[src/rtl/imem_fetch_ctrl.sv]
// -----------------------------------------------------------------------------
// imem_fetch_ctrl
//
// Instruction-fetch sequencer sitting in front of a combinational instruction
// memory. It owns the program counter, presents it as the memory byte address,
// captures each fetched word together with its PC into a small prefetch FIFO,
// and hands the FIFO head to decode over a valid/ready handshake.
// Start/halt pulses move the sequencer between IDLE, RUN and STOP. A
// branch/jump redirect flushes the prefetch FIFO and reloads the PC. A
// misaligned redirect target raises a sticky fault and stops fetching.
//
// Ports:
//   clk             in   1   clock, all state updates on the rising edge
//   reset           in   1   synchronous, active-high reset
//   start           in   1   pulse: IDLE/STOP -> RUN
//   halt            in   1   pulse: RUN -> STOP (fetch stops, FIFO drains)
//   redirect_valid  in   1   taken branch/jump: flush and reload the PC
//   redirect_pc     in  32   new byte PC for the redirect
//   imem_addr       out 32   byte address to the instruction memory (= pc)
//   imem_instr      in  32   combinational memory data for imem_addr
//   out_valid       out  1   FIFO head is valid
//   out_ready       in   1   decode accepts the head
//   out_instr       out 32   head instruction
//   out_pc          out 32   head PC
//   busy            out  1   sequencer is in RUN
//   fault           out  1   sticky misaligned-redirect flag
// -----------------------------------------------------------------------------
module imem_fetch_ctrl #(
  parameter logic [31:0] RESET_PC    = 32'h0000_0000,
  parameter int          DEPTH_WORDS = 64,
  parameter int          FIFO_DEPTH  = 2
) (
  input  logic        clk,
  input  logic        reset,
  input  logic        start,
  input  logic        halt,
  input  logic        redirect_valid,
  input  logic [31:0] redirect_pc,
  output logic [31:0] imem_addr,
  input  logic [31:0] imem_instr,
  output logic        out_valid,
  input  logic        out_ready,
  output logic [31:0] out_instr,
  output logic [31:0] out_pc,
  output logic        busy,
  output logic        fault
);

  localparam int PTR_W = $clog2(FIFO_DEPTH);
  localparam int CNT_W = PTR_W + 1;

  localparam logic [CNT_W-1:0] FULL_CNT  = CNT_W'(FIFO_DEPTH);
  localparam logic [CNT_W-1:0] CNT_ZERO  = {CNT_W{1'b0}};
  localparam logic [CNT_W-1:0] CNT_ONE   = CNT_W'(1);
  localparam logic [PTR_W-1:0] PTR_ZERO  = {PTR_W{1'b0}};
  localparam logic [PTR_W-1:0] PTR_ONE   = PTR_W'(1);
  // Byte address of the last memory word; fetching past it wraps to 0.
  localparam logic [31:0]      LAST_PC   = 32'(4 * (DEPTH_WORDS - 1));
  // The PC is kept word aligned even if the parameter is not.
  localparam logic [31:0]      START_PC  = {RESET_PC[31:2], 2'b00};

  typedef enum logic [1:0] {
    ST_IDLE = 2'b00,
    ST_RUN  = 2'b01,
    ST_STOP = 2'b10
  } state_t;

  // ---------------------------------------------------------------------------
  // State
  // ---------------------------------------------------------------------------
  state_t            state_r;
  state_t            state_s;
  logic [31:0]       pc_r;
  logic [31:0]       pc_s;
  logic              fault_r;
  logic              fault_s;

  logic [31:0]       fifo_pc_r    [FIFO_DEPTH];
  logic [31:0]       fifo_instr_r [FIFO_DEPTH];
  logic [PTR_W-1:0]  head_r;
  logic [PTR_W-1:0]  tail_r;
  logic [CNT_W-1:0]  count_r;

  // ---------------------------------------------------------------------------
  // Per-cycle decisions
  // ---------------------------------------------------------------------------
  logic              pop_s;
  logic              space_s;
  logic              redir_s;
  logic              redir_ok_s;
  logic              redir_bad_s;
  logic              push_s;

  // Sequential PC step with wrap at the end of the instruction memory.
  function automatic logic [31:0] next_seq_pc(input logic [31:0] pc);
    logic [31:0] nxt;
    if (pc == LAST_PC) begin
      nxt = 32'h0000_0000;
    end else begin
      nxt = pc + 32'd4;
    end
    return nxt;
  endfunction

  // Handshake, redirect qualification and fetch decision for this cycle.
  always_comb begin
    pop_s       = 1'b0;
    space_s     = 1'b0;
    redir_s     = 1'b0;
    redir_ok_s  = 1'b0;
    redir_bad_s = 1'b0;
    push_s      = 1'b0;

    pop_s = (count_r != CNT_ZERO) && out_ready;

    // Redirects are ignored until the sequencer has been started once.
    if (state_r != ST_IDLE) begin
      redir_s = redirect_valid;
    end else begin
      redir_s = 1'b0;
    end

    redir_ok_s  = redir_s && (redirect_pc[1:0] == 2'b00);
    redir_bad_s = redir_s && (redirect_pc[1:0] != 2'b00);

    // A slot frees up either because the FIFO is not full or because the
    // head leaves this same cycle.
    space_s = (count_r < FULL_CNT) || pop_s;

    // A redirect (good or bad) always takes priority over fetching.
    if (state_r == ST_RUN) begin
      push_s = space_s && !redir_s;
    end else begin
      push_s = 1'b0;
    end
  end

  // Next sequencer state, PC and fault flag.
  always_comb begin
    state_s = state_r;
    pc_s    = pc_r;
    fault_s = fault_r;

    case (state_r)
      ST_IDLE: begin
        // Simultaneous start and halt resolves to halt.
        if (start && halt) begin
          state_s = ST_STOP;
        end else if (start) begin
          state_s = ST_RUN;
        end else begin
          state_s = ST_IDLE;
        end
      end
      ST_RUN: begin
        if (halt) begin
          state_s = ST_STOP;
        end else begin
          state_s = ST_RUN;
        end
      end
      ST_STOP: begin
        // A pending fault does not block restarting.
        if (start && !halt) begin
          state_s = ST_RUN;
        end else begin
          state_s = ST_STOP;
        end
      end
      default: begin
        state_s = ST_IDLE;
      end
    endcase

    // A misaligned target is unusable: stop fetching, remember the fault.
    if (redir_bad_s) begin
      state_s = ST_STOP;
      fault_s = 1'b1;
    end else begin
      fault_s = fault_r;
    end

    if (redir_ok_s) begin
      pc_s = redirect_pc;
    end else if (push_s) begin
      pc_s = next_seq_pc(pc_r);
    end else begin
      pc_s = pc_r;
    end
  end

  // Sequencer state, PC and sticky fault registers.
  always_ff @(posedge clk) begin
    if (reset) begin
      state_r <= ST_IDLE;
      pc_r    <= START_PC;
      fault_r <= 1'b0;
    end else begin
      state_r <= state_s;
      pc_r    <= pc_s;
      fault_r <= fault_s;
    end
  end

  // Prefetch FIFO storage, pointers and occupancy.
  always_ff @(posedge clk) begin
    if (reset) begin
      head_r  <= PTR_ZERO;
      tail_r  <= PTR_ZERO;
      count_r <= CNT_ZERO;
      for (int i = 0; i < FIFO_DEPTH; i++) begin
        fifo_pc_r[i]    <= 32'h0000_0000;
        fifo_instr_r[i] <= 32'h0000_0000;
      end
    end else if (redir_ok_s) begin
      // Any same-cycle pop has already been accepted by decode; the flush
      // simply discards whatever remains.
      head_r  <= PTR_ZERO;
      tail_r  <= PTR_ZERO;
      count_r <= CNT_ZERO;
    end else begin
      if (push_s) begin
        fifo_pc_r[tail_r]    <= pc_r;
        fifo_instr_r[tail_r] <= imem_instr;
        tail_r               <= tail_r + PTR_ONE;
      end else begin
        tail_r <= tail_r;
      end

      if (pop_s) begin
        head_r <= head_r + PTR_ONE;
      end else begin
        head_r <= head_r;
      end

      case ({push_s, pop_s})
        2'b10:   count_r <= count_r + CNT_ONE;
        2'b01:   count_r <= count_r - CNT_ONE;
        default: count_r <= count_r;
      endcase
    end
  end

  // ---------------------------------------------------------------------------
  // Outputs: all taken directly from registers. When the FIFO is empty the
  // head slot still holds stale data, which decode must ignore.
  // ---------------------------------------------------------------------------
  assign imem_addr = pc_r;
  assign out_valid = (count_r != CNT_ZERO);
  assign out_instr = fifo_instr_r[head_r];
  assign out_pc    = fifo_pc_r[head_r];
  assign busy      = (state_r == ST_RUN);
  assign fault     = fault_r;

endmodule
[config.mk]
export PLATFORM = sky130hd
export DESIGN_NAME = imem_fetch_ctrl
export DESIGN_NICKNAME = d
export VERILOG_FILES = /design/src/rtl/imem_fetch_ctrl.sv
export SDC_FILE = /design/constraint.sdc
export NUM_CORES = 1
export LEC_CHECK = 0
export CORE_MARGIN = 4
export CORE_UTILIZATION = 45
export CTS_BUF_LIST = sky130_fd_sc_hd__clkbuf_4
export DETAILED_ROUTE_END_ITERATION = 16
export PLACE_DENSITY = 0.84
export SYNTH_ARGS = -nofsm -noshare
export SYNTH_HDL_FRONTEND = slang
export SYNTH_SLANG_ARGS = --single-unit
export TNS_END_PERCENT = 50
[constraint.sdc]
create_clock -name clk -period 3.6 [get_ports clk]
set_clock_uncertainty 0.2 [all_clocks]
set_input_delay 1.08 -clock clk [delete_from_list [all_inputs] [get_ports clk]]
set_output_delay 1.08 -clock clk [all_outputs]
set_load 0.01 [all_outputs]
Word-level counts from Yosys, hierarchy flattened:

Memories as Yosys holds them, arrays and structs flattened. A register that Yosys moved wholly into a read port is not among the register bits.
Index checks and enable logic that the tools add are counted.

* bits in registers: 39
* memory bits (writable): 128
* input port bits: 70
* output and inout port bits: 99
* logic and storage cells: 68
* memories: 2

Memory list
* fifo_instr_r: words 2, bits a word 32, rd ports 1, clocked after memory_dff 1, write ports 2, RTL line 79 `logic [31:0] fifo_instr_r [FIFO_DEPTH];`
* fifo_pc_r: words 2, bits a word 32, rd ports 1, clocked after memory_dff 1, write ports 2, RTL line 78 `logic [31:0] fifo_pc_r [FIFO_DEPTH];`

* $add $sub $neg: 5
* magnitude comparators: 1
* equality and inequality tests: 5
* multiplexer cells: 28
* reduce and logical (&&, ||, !) cells: 20

Operators by type and width (number)
* $mux W32: 5
* $reduce_or A32 Y1: 2
* $add A32 B3 Y32 const B: 1
* $eq A32 B8 Y1 const B: 1
* $mux W1: 17
* $reduce_bool A2 Y1: 5
* $mux W2: 4
* $logic_and A1 B1 Y1: 6
* $pmux W2 S3: 1
* $eq A2 B1 Y1 const B: 2
* $eq A2 B2 Y1 const B: 2
* $logic_not A2 Y1: 2
* $pmux W2 S2: 1
* $reduce_or A2 Y1: 2
* $add A1 B1 Y1 const B: 2
* $add A2 B1 Y2 const B: 1
* $logic_not A1 Y1: 2
* $lt A2 B2 Y1 const B: 1
* $sub A2 B1 Y2 const B: 1
* $logic_or A1 B1 Y1: 1

Logic depth before layout (Yosys ltp):

* depth in word-level cells: 11
* gate-level depth with buffers: 8
* depth with buffers taken out: 8

Least setup slack after synthesis:

OpenSTA, ideal clock, no wires.

* kind: input to register
* start point: input redirect_valid
* end point: memory fifo_instr_r[0][0] (enable)
* setup time: 394 ps
* arrival: 2927 ps
* required time: 3006 ps
* setup slack: 79 ps
* cell stages on the path: 5
* path buffers: 1
* cell sequence: nor3_2 > inv_1 > nor4_1 > clkbuf_1 > or2_2

RTL lines
* from (decl): RTL line 37 `input logic redirect_valid,`
* to (decl): RTL line 79

==> flow_summary.toml <==
[yosys]
ys_types = 60
synthArstFlopShare_pct = 0
netlist_area_sq_um = 7900
synth_largest_area_cell = "edfxtp_1"
netlist_instances = 643
synth_warnings = 0
syn_avg_cell_area_sq_um = 12.3
synth_edf_count = 128
synthTopCellsByArea = "edfxtp_1 49%, and2_1 10%, dfxtp_1 10%"
synth_ff_type = "edfxtp_1"
synth_top_area_share_pct = 48.7
syn_nets = 715
seq_area_frac_synth_pct = 58.8
ys_seq_elements = 168

[clocking]
clk_path_buf_depth = 2
holdBufCountCts = 0
cts-root-buf = "clkbuf_4"
cts_max_level = 4
path_clk_slew_ns = 0.13
cts_made_buffers = 17
clkSinkCount = 168
clk_latency_ns = 0.56
cts_tree = "yes"

[global_routing]
grt_util_met3_pct = 5.46
track_usage_pct = 19.8
grt_pass1_vias = 5741
grt_busiest_layer = "met2"
grt_util_met2_pct = 32.9
grt-ovfl-total = 0
met1_usage_pct = 25.1
grt_pass1_wl_microns = 30700
antenna_found_initial = 0
grt_max_degree = 65

[timing]
hold_viol = 0
maxSlewHeadroom_pct = 33.3
period_needed_ns = 3.39
tightestPinTransition_ns = 1.00
fin_crit_sh_pct = 94.1
setup_viol = 0
whs_ns = 0.312
setup_slack_ns = 0.214
drv_slew = 0
rsz0062_at_grt = "no"
fmax_mhz = 295

[die]
die_area_sq_um = 19700
core_area_sq_um = 17200
die_y_microns = 140
ios = 169
die_w_microns = 140
rows = 48
initial_utilization_pct = 45.8

[routing]
vias = 5672
drtPass1Iterations = 5
drc_errors = 0
totalWireLength_microns = 19300
final_antenna_net_count = 0
wl_per_cell_microns = 18.5
drt_iter0_drc = 472
vias_per_cell = 5.44

[power_and_ir_drop]
leakagePower_nw = 3.56
ir_worst_vdd_uv = 198
power.density_nw_per_um2 = 382

[worst_setup_path]
cp_cell_sequence = "buf_4 > mux2_2 > clkdlybuf4s50_1"
cp_max_fo = 8
r2r-end = "imem_addr[27]"
critPathTopFamily = "buffers and inverters"
arrival_ns = 2.11
worstSetupStartpointType = "flip-flop"
cpPeakStageDelay_ns = 0.49
end_kind = "output port"
r2r_setup_slack_ns = 0.99
crit_required_ns = 2.32
r2r_cells = 5
slowest_stage = "clkdlybuf4s50_1"
regToRegStartpoint = "imem_addr[5]"
crit_buf_inv = 2
critical_path_class = "reg2out"

[final_layout]
antenna_cells = 0
final_nets = 876
final_core_util_pct = 58.8
area_delta_synth_final_pct = 28.3
drive_gt1_share_pct = 16.5

[placed_design]
port_buffers = 168
globalplace.congestion = 0.937
dpl_worst_slack_ns = -0.00645
dpl.hpwl_microns = 12800

[run_status]
status = "complete, no violations"

[hold_path]
min_from = "fault"
hold_depth = 2
hold_path_end = "fault"
hp-class = "reg2reg"

[job]
max_cap_violations = 0
==> synth_stat cells, types with 4 or more instances <==
master and count:
and2_1 128, and4_1 5, o21ai_0 12, clkbuf_1 29
a211oi_1 10, buf_4 5, inv_1 7, nand4_1 9
or2_2 4, edfxtp_1 128, nor4_1 17, xnor2_1 20
nor3_1 14, nor2_1 23, and3_1 10, a22oi_1 6
a311oi_1 5, dfxtp_1 40, mux2_2 64, nand2_1 26
or3_1 6, nand3_1 10, a31oi_1 6, a21oi_1 9
==> how the worst max path moves through the flow <==
stage,from,to,cells after the start
global route,flip-flop,out_pc[0],3
finish,flip-flop,out_pc[21],3
global placement,redirect_valid,fifo_instr_r[0][25],5
detailed placement,out_ready,fifo_instr_r[0][7],6
CTS,flip-flop,out_pc[31],3
floorplan,redirect_valid,fifo_instr_r[0][0],5
==> worst register-to-register path, delay by kind of cell (launching register included) <==
family             cells  cell delay (ns)
and+or+nand+nor        4             1.63
AOI/OAI and AO/OA      1             0.16
DFF                    1             0.57
==> per-stage QoR <==
| step | power, W | instance area (sq um) | std cells | setup TNS, ns |
|---|---|---|---|---|
| after floorplan | 0.00246 | 7900 | 643 | 0 |
| after global placement | 0.00275 | 9800 | 1008 | 0 |
| after detailed placement | 0.00276 | 9800 | 1008 | -0.207 |
| after CTS | 0.00390 | 10100 | 1041 | 0 |
| after global routing | 0.00402 | 10100 | 1042 | 0 |
| final | 0.00387 | 10100 | 1042 | 0 |
==> cells in the final DEF, fill, tap and decap left out, types with 3 or more instances in the layout <==
master / instances
a211oi_1: 10
a21oi_1: 9
a22oi_1: 6
a311oi_1: 5
a31oi_1: 6
and2_1: 128
and3_1: 9
and4_1: 5
buf_12: 3
buf_4: 14
bufinv_16: 3
clkbuf_4: 20
clkdlybuf4s50_1: 168
clkinvlp_4: 3
dfxtp_1: 39
edfxtp_1: 128
inv_1: 7
mux2_2: 64
nand2_1: 26
nand2b_1: 3
nand3_1: 10
nand4_1: 9
nor2_1: 23
nor3_1: 14
nor4_1: 16
o21ai_0: 12
or3_1: 6
xnor2_1: 20
==> registers in the layout (all words and copies together), names as in the netlist, named ones only <==
signal and flops:
count_r 2, fault 1, fifo_instr_r 64, fifo_pc_r 64, head_r 1, imem_addr 32
state_r 2, tail_r 1
==> cell type report <==
type / count / area, sq um
fillers: 1409 / 7110
flip-flops and latches: 168 / 4650
multi-input cells: 423 / 3000
repair buffers: 187 / 1870
well taps: 225 / 282
clock inverters: 12 / 153
clock buffers: 20 / 150
inverters: 7 / 26.3
==> per-layer routing <==
layer | wire length (microns) | share of wire [%]
met1 | 8130 | 42
met2 | 9390 | 49
met3 | 1310 | 6.8
met4 | 472 | 2.4
met5 | 0 | 0
==> cell families (layout without fill, tap and decap cells) <==
logic type,after synthesis,count (layout),synth area share [%]
XOR/XNOR,21,21,2.33
AO/OA/AOI/OAI,59,59,5.04
AND/OR/NAND/NOR,276,276,20.9
flip-flops,168,168,58.8
buffers and inverters,52,226,3.31
adder cells (fa/ha/maj),2,2,0.317
multiplexers,65,65,9.26
==> power by group <==
part / switching, W / total [W] / internal (W) / leakage (nW)
clock network: 0.000655 / 0.00116 / 0.000504 / 0.157
registers: 0.0000539 / 0.00221 / 0.00215 / 1.65
logic: 0.000216 / 0.000508 / 0.000293 / 1.76
==> what timing repair did <==
action                                  CTS  global route
buffers inserted                          1             1
gates resized for setup                   1             0
endpoints found under the setup margin   26             7
gates cloned                              0             0
Note: power is estimated with default switching activity, not from simulation.
